### src/rtl/sevenseg_pkg.sv
// Types shared between the seven-segment scan driver and its receive-side capture.
// Latency: n/a (declarations only).
// Backpressure: n/a.
package sevenseg_pkg;

    localparam int NUM_DIGITS = 8;

    typedef logic [6:0] seg_t;

    typedef enum logic [0:0] {
        TRACK = 1'b0,
        HELD  = 1'b1
    } rx_state_t;

    // Synchronized pin snapshot, field order matches the {an, segs, dp} vector
    typedef struct packed {
        logic [NUM_DIGITS-1:0] an;
        seg_t                  segs;
        logic                  dp;
    } pins_t;

endpackage

### src/rtl/sevenseg_rx_enc.sv
// Active-low 8->3 anode encoder, inverse of the driver's 3->8 anode decoder.
// Latency: combinational.
// Backpressure: none.
module enc_8_3_n
    import sevenseg_pkg::*;
(
    input  logic [NUM_DIGITS-1:0] an_n,
    output logic [2:0]            idx,
    output logic                  one_hot,
    output logic                  none
);

    logic [NUM_DIGITS-1:0] low;

    assign low     = ~an_n;
    assign one_hot = (low != '0) && ((low & (low - NUM_DIGITS'(1))) == '0);
    assign none    = &an_n;

    // Lowest active anode wins; only meaningful when one_hot is set
    always_comb begin
        idx = '0;
        for (int i = NUM_DIGITS - 1; i >= 0; i--) begin
            if (!an_n[i]) idx = 3'(i);
        end
    end

endmodule

### src/rtl/sevenseg_rx.sv
// Rebuilds per-digit segment/dp registers from a scanned active-low display bus.
// Latency: a steady pin change lands on digit/valid at edge 2+STABLE_CYCLES.
// Backpressure: none; outputs are free-running registers and one-cycle strobes.
module sevenseg_rx
    import sevenseg_pkg::*;
#(
    parameter int STABLE_CYCLES  = 16,
    parameter int TIMEOUT_CYCLES = 1048576
) (
    input  logic                  clk,
    input  logic                  rst_n,
    input  logic [NUM_DIGITS-1:0] an_n,
    input  seg_t                  segs_n,
    input  logic                  dp_n,
    output seg_t [NUM_DIGITS-1:0] digit,
    output logic [NUM_DIGITS-1:0] dp,
    output logic [NUM_DIGITS-1:0] valid,
    output logic                  frame_stb,
    output logic                  multi_err,
    output logic                  timeout_stb
);

    localparam int CW = $clog2(STABLE_CYCLES + 1);
    localparam int TW = $clog2(TIMEOUT_CYCLES);
    localparam logic [CW-1:0] CNT_SAT  = CW'(STABLE_CYCLES);
    localparam logic [CW-1:0] CNT_FIRE = CW'(STABLE_CYCLES - 2);
    localparam logic [TW-1:0] TMO_LAST = TW'(TIMEOUT_CYCLES - 1);

    pins_t                 p_meta, p_sync, p_prev;
    rx_state_t             state;
    logic [CW-1:0]         cnt;
    logic [TW-1:0]         tmo_cnt;
    logic [NUM_DIGITS-1:0] seen, seen_set;
    logic [2:0]            cap_idx;
    logic                  one_hot, none;
    logic                  changed, eval, cap, multi;

    enc_8_3_n u_enc (
        .an_n    (p_sync.an),
        .idx     (cap_idx),
        .one_hot (one_hot),
        .none    (none)
    );

    assign changed  = (p_sync != p_prev);
    // Evaluate on the edge where the count reaches STABLE_CYCLES-1, i.e. the
    // STABLE_CYCLES-th identical sample
    assign eval     = (state == TRACK) && !changed && (cnt == CNT_FIRE);
    assign cap      = eval && one_hot;
    assign multi    = eval && !one_hot && !none;
    assign seen_set = seen | (NUM_DIGITS'(1) << cap_idx);

    // Idle bus reset value keeps the first post-reset samples blank
    always_ff @(posedge clk or negedge rst_n) begin
        if (!rst_n) begin
            p_meta <= '1;
            p_sync <= '1;
            p_prev <= '1;
        end else begin
            p_meta <= {an_n, segs_n, dp_n};
            p_sync <= p_meta;
            p_prev <= p_sync;
        end
    end

    always_ff @(posedge clk or negedge rst_n) begin
        if (!rst_n) begin
            state <= TRACK;
            cnt   <= '0;
        end else begin
            if (changed) begin
                state <= TRACK;
                cnt   <= '0;
            end else begin
                if (eval) state <= HELD;
                if (cnt != CNT_SAT) cnt <= cnt + CW'(1);
            end
        end
    end

    always_ff @(posedge clk or negedge rst_n) begin
        if (!rst_n) begin
            digit       <= '0;
            dp          <= '0;
            valid       <= '0;
            seen        <= '0;
            tmo_cnt     <= '0;
            frame_stb   <= 1'b0;
            multi_err   <= 1'b0;
            timeout_stb <= 1'b0;
        end else begin
            frame_stb   <= cap && (&seen_set);
            multi_err   <= multi;
            timeout_stb <= 1'b0;
            if (cap) begin
                digit[cap_idx] <= ~p_sync.segs;
                dp[cap_idx]    <= ~p_sync.dp;
                valid[cap_idx] <= 1'b1;
                seen           <= (&seen_set) ? '0 : seen_set;
                tmo_cnt        <= '0;
            end else if (valid != '0) begin
                // Timer only runs while something is valid to expire
                if (tmo_cnt == TMO_LAST) begin
                    valid       <= '0;
                    seen        <= '0;
                    tmo_cnt     <= '0;
                    timeout_stb <= 1'b1;
                end else begin
                    tmo_cnt <= tmo_cnt + TW'(1);
                end
            end
        end
    end

endmodule

### config.mk
export PLATFORM = sky130hd
export DESIGN_NAME = sevenseg_rx
export DESIGN_NICKNAME = d
export VERILOG_FILES = /design/src/rtl/sevenseg_pkg.sv /design/src/rtl/sevenseg_rx_enc.sv /design/src/rtl/sevenseg_rx.sv
export SDC_FILE = /design/constraint.sdc
export NUM_CORES = 1
export LEC_CHECK = 0
export CAP_MARGIN = 20
export CORE_MARGIN = 2
export CORE_UTILIZATION = 55
export DETAILED_ROUTE_END_ITERATION = 6
export MAX_ROUTING_LAYER = met4
export PLACE_DENSITY = 0.81
export SETUP_SLACK_MARGIN = 0.2
export SLEW_MARGIN = 20
export SYNTH_ARGS = -nofsm -noshare
export SYNTH_HDL_FRONTEND = slang
export SYNTH_SLANG_ARGS = --single-unit
### constraint.sdc
create_clock -name clk -period 6.3 [get_ports clk]
set_input_delay 1.89 -clock clk [delete_from_list [all_inputs] [get_ports clk]]
set_output_delay 1.89 -clock clk [all_outputs]
set_load 0.01 [all_outputs]
# After elaboration in Yosys (flattened, before gate mapping)
# Index checks and enable logic that the tools add are counted.
# classes
n_reduce_logical,21
muxes,29
magnitude_cmp,2
addsub,3
n_shift,1
bitwise_logic,7
eq_ne,4
# op_table
cell,count
two-way mux 20 bit,3
bitwise mux 56 bit,1
two-way mux 8 bit,5
two-way mux 3 bit,8
demux 7 bit (select 3 bit),1
"adder 20 x 1 -> 20 bit, second input constant",1
"== test 20 bit, second input constant",1
!= test 16 bit,1
bitwise OR 8 bit,2
AND reduction 8 bit,2
nonzero test 8 bit,2
two-way mux 5 bit,2
AND 8 bit,1
bitwise mux 8 bit,1
logical AND 1 bit,8
logical NOT 8 bit,1
NOT 8 bit,1
nonzero test 2 bit,4
"<< shifter 1 x 3 -> 8 bit, first input constant",1
"subtractor 8 x 1 -> 8 bit, second input constant",1
two-way mux 7 bit,1
NOT 7 bit,1
two-way mux 1 bit,6
"adder 5 x 1 -> 5 bit, second input constant",1
other kinds (8),11
# word_totals
inputBits,18
regBits,157

# Depth between registers and ports, before layout
# logic_depth
ltp_word,14
depth_mapped,8
mapped_depth_nobuf,7

# By module
# Synthesis repeated with hierarchy kept, for this count alone.
# unflattened
hier_cells,539
area_unflattened_um2,6541.3
# by_module_without_submodules
module,area_per_inst_um2,n_inst,cells_each
sevenseg_rx,6367.4,1,512
enc_8_3_n,173.9,1,27

# Worst setup path after synthesis
# No wires, ideal clock.
# synth_timing
kind,reg2out
startpoint,register valid[2]
endpoint,output valid[2]
n_path_buf,0
required_ns,4.410
path_stages_with_launch,1
slack_ns,4.016
arrival_ns,0.394
cell_sequence,dfrtp_1
# synth_rtl
element,line_no,text
start: declaration,sevenseg_rx.sv:17,"output logic [NUM_DIGITS-1:0] valid,"
start signal: assignment,sevenseg_rx.sv:85,valid <= '0;
start signal: indexed assignment,sevenseg_rx.sv:98,valid[cap_idx] <= 1'b1;
start signal: assignment,sevenseg_rx.sv:104,valid <= '0;
# No word-level cell between the ends.

# Final worst setup path
# layout_timing
startpoint,register valid[2]
endpoint,output valid[2]
# No word-level cell between the ends.

==> summary.txt <==
status: finished, final reports clean
synthesized area per cell: 11.8 sq um
post-layout min period: 3270 ps
number of flops mapped to enable cells by yosys: 0
WL/cell: 18.6 um
CTS clk-pin slew, worst paths: 60 ps
initial drt markers: 387
clock root cell: clkbuf_16
met3 usage: 7.35%
I/O Buffers: 92
Syn Nets: 565
Worst Path Max Fanout: 3
initial antenna violation count: 0
all-layer global routing usage: 25.5%
Crit path largest cell delay: 560 ps
CTS Buf Count: 17
Startpoint Class: flip-flop
via count: 4,382
CP endpoint kind: output pin
CTS resizes: 0
GRT busiest layer: met2
area added between synthesis and finish: 23.3%
H-tree levels: 4
CTS tree: done
core area: 11,400 sq um
clock sinks: 157
Final Max Slew Viols: 0
CTS max path bufs: 2
WP buf/inv: 1
RSZ-0062 raised after global routing: no
largest net degree at the start of global routing: 119
setup violators final: 0
max_slew headroom: 32.1%
register bit total from synthesis: 157
initial core utilization: 56.4%
Synth Cell Area: 6410 sq um
Ys Warns: 0
multi-input logic area: 2100 sq um
DRC Markers: 0
crit path DAT: 1380 ps
GR Util met1: 33.0%
Cells after Synth: 543
Tightest Pin Transition: 1010 ps
post-CTS setup buffer count: 0
layout cells sized above 1: 15.0%
fmax: 306 MHz
setup tns final: 0 ps
worst skew pair latency: 420 ps
min-delay worst type: reg -> reg
vias per cell: 5.60
Final Cycle Share: 51.9%
M2 GR Usage: 38.9%
crit-path leading delay family: buffers and inverters
WL final: 14.5 mm
fin nets: 649
commonest non-fill, non-tap cell in the layout: dfrtp_1
I/O Pins: 93
critical path type: reg -> out
global-route wire length before repair: 24.0 mm
total of max-cap violations: 0
1st-pass router iterations: 5
post-layout util: 69.5%
Crit-path slowest cell: clkdlybuf4s50_1
WP data required: 4410 ps
Main synth FF type: dfrtp_1
cts hold-fix bufs: 0
Post-synth ARST share: 100%
Die Wd: 112 um
Die ar.: 12,500 sq um
FILL cells: 787
register area: 3990 sq um
GPL Wtd Cong: 0.862
most frequent cells in the layout: dfrtp_1, clkdlybuf4s50_1, o21ai_0
count of cell types in the netlist: 55
Site Rows: 39
remaining antenna violation count: 0
ANT cells: 0
GRT overflow: 0
hpwl dp: 9.57 mm
sequential fraction of the synthesis area: 62.3%
vias in the first global route: 4,611
Worst Clk Skew: 8.18 ps
leakage: 3.39 nW
final hold vios: 0
Die Span Y: 112 um
VDD IR max: 0.217 mV
PD cells: 259 nW/um^2
crit path cell chain: clkdlybuf4s50_1
[layout make-up]
type                    instances  area share, %
flip-flops and latches        157           50.5
multi-input cells             314           26.5
repair buffers                 94           11.9
clock buffers                  22           5.62
well taps                     143           2.26
inverters                      43           2.04
clock inverters                10           1.16
[per-layer routing]
layer	vias up	routed length, um
met4	0	350
met2	125	7230
met3	32	775
met1	2218	6180
li1	2007	-
met5	-	0
[report_power, final]
group | leakage (nW) | internal, mW | switching (mW)
Sequential | 2.03 | 1.04 | 0.0231
Combinational | 1.11 | 0.0192 | 0.0308
Clock | 0.248 | 0.541 | 0.392
[stage by stage]
step	area [sq um]	setup WS [ps]	total power [mW]	hold slack, ps	instances
2_1_floorplan	6410	4020	1.09	345	543
3_3_place_gp	7360	3150	1.13	346	751
3_5_place_dp	7360	3080	1.13	347	751
4_1_cts	7900	3020	2.06	351	783
5_1_grt	7900	2970	2.12	358	783
6_report	7900	3030	2.04	350	783
[registers in the layout, summed over array words and instances, names as in the netlist, 5 cells and up]
register,cells
p_meta,16
dp,8
p_prev,16
digit,56
tmo_cnt,20
p_sync,16
cnt,5
valid,8
seen,8
[cells by family after synthesis]
| logic type | Yosys count | synth area share [%] |
|---|---|---|
| buffers and inverters | 72 | 5.10 |
| adders and majority gates | 6 | 1.09 |
| muxes | 34 | 5.39 |
| DFF | 157 | 62.3 |
| AOI/OAI and AO/OA | 96 | 8.81 |
| and+or+nand+nor | 146 | 13.0 |
| xor gates and xnor gates | 32 | 4.37 |
[synthesized netlist by cell type (all sizes together), types with 2 or more instances]
| cell | instances | area (sq um) |
|---|---|---|
| and4 | 4 | 37.5 |
| nand4 | 10 | 77.6 |
| a2bb2oi | 2 | 23.8 |
| nor4 | 8 | 75.1 |
| ha | 4 | 50.1 |
| a21boi | 3 | 22.5 |
| o31ai | 2 | 15.0 |
| xnor2 | 6 | 52.6 |
| nor4b | 2 | 38.8 |
| o21ai | 59 | 295 |
| nor2 | 27 | 101 |
| mux2i | 33 | 330 |
| nand2 | 46 | 180 |
| o2111ai | 2 | 17.5 |
| nor3 | 10 | 65.1 |
| buf | 17 | 120 |
| o21a | 2 | 15.0 |
| a21oi | 13 | 65.1 |
| inv | 43 | 161 |
| or3 | 7 | 43.8 |
| dfstp | 48 | 1260 |
| a22o | 9 | 78.8 |
| xor2 | 26 | 228 |
| nand2b | 3 | 18.8 |
| clkbuf | 12 | 45.0 |
| and2 | 3 | 18.8 |
| maj3 | 2 | 20.0 |
| and3 | 6 | 42.5 |
| dfrtp | 109 | 2730 |
| nand3 | 15 | 92.6 |
[path summary, 6_finish.rpt]
kind                       startpoint  slack, ps           to  cells past startpoint
setup / recovery             valid[2]       3030     valid[2]                      1
hold / removal             p_meta[12]        350   p_sync[12]                      0
setup reg to reg           p_sync[10]       3330    digit[19]                      6
hold reg to reg            p_meta[12]        350   p_sync[12]                      0
max in group asynchronous       rst_n       3670    digit[12]                      2
min in group asynchronous       rst_n       1580  tmo_cnt[12]                      1
[worst register-to-register path: stages (launching register included)]
cell,delay (ps)
dfstp_2,690
and4_1,260
and4_1,200
a2bb2oi_2,280
nand3_4,310
nor3_2,860
mux2i_1,290
(Power assumes the default switching activity.)
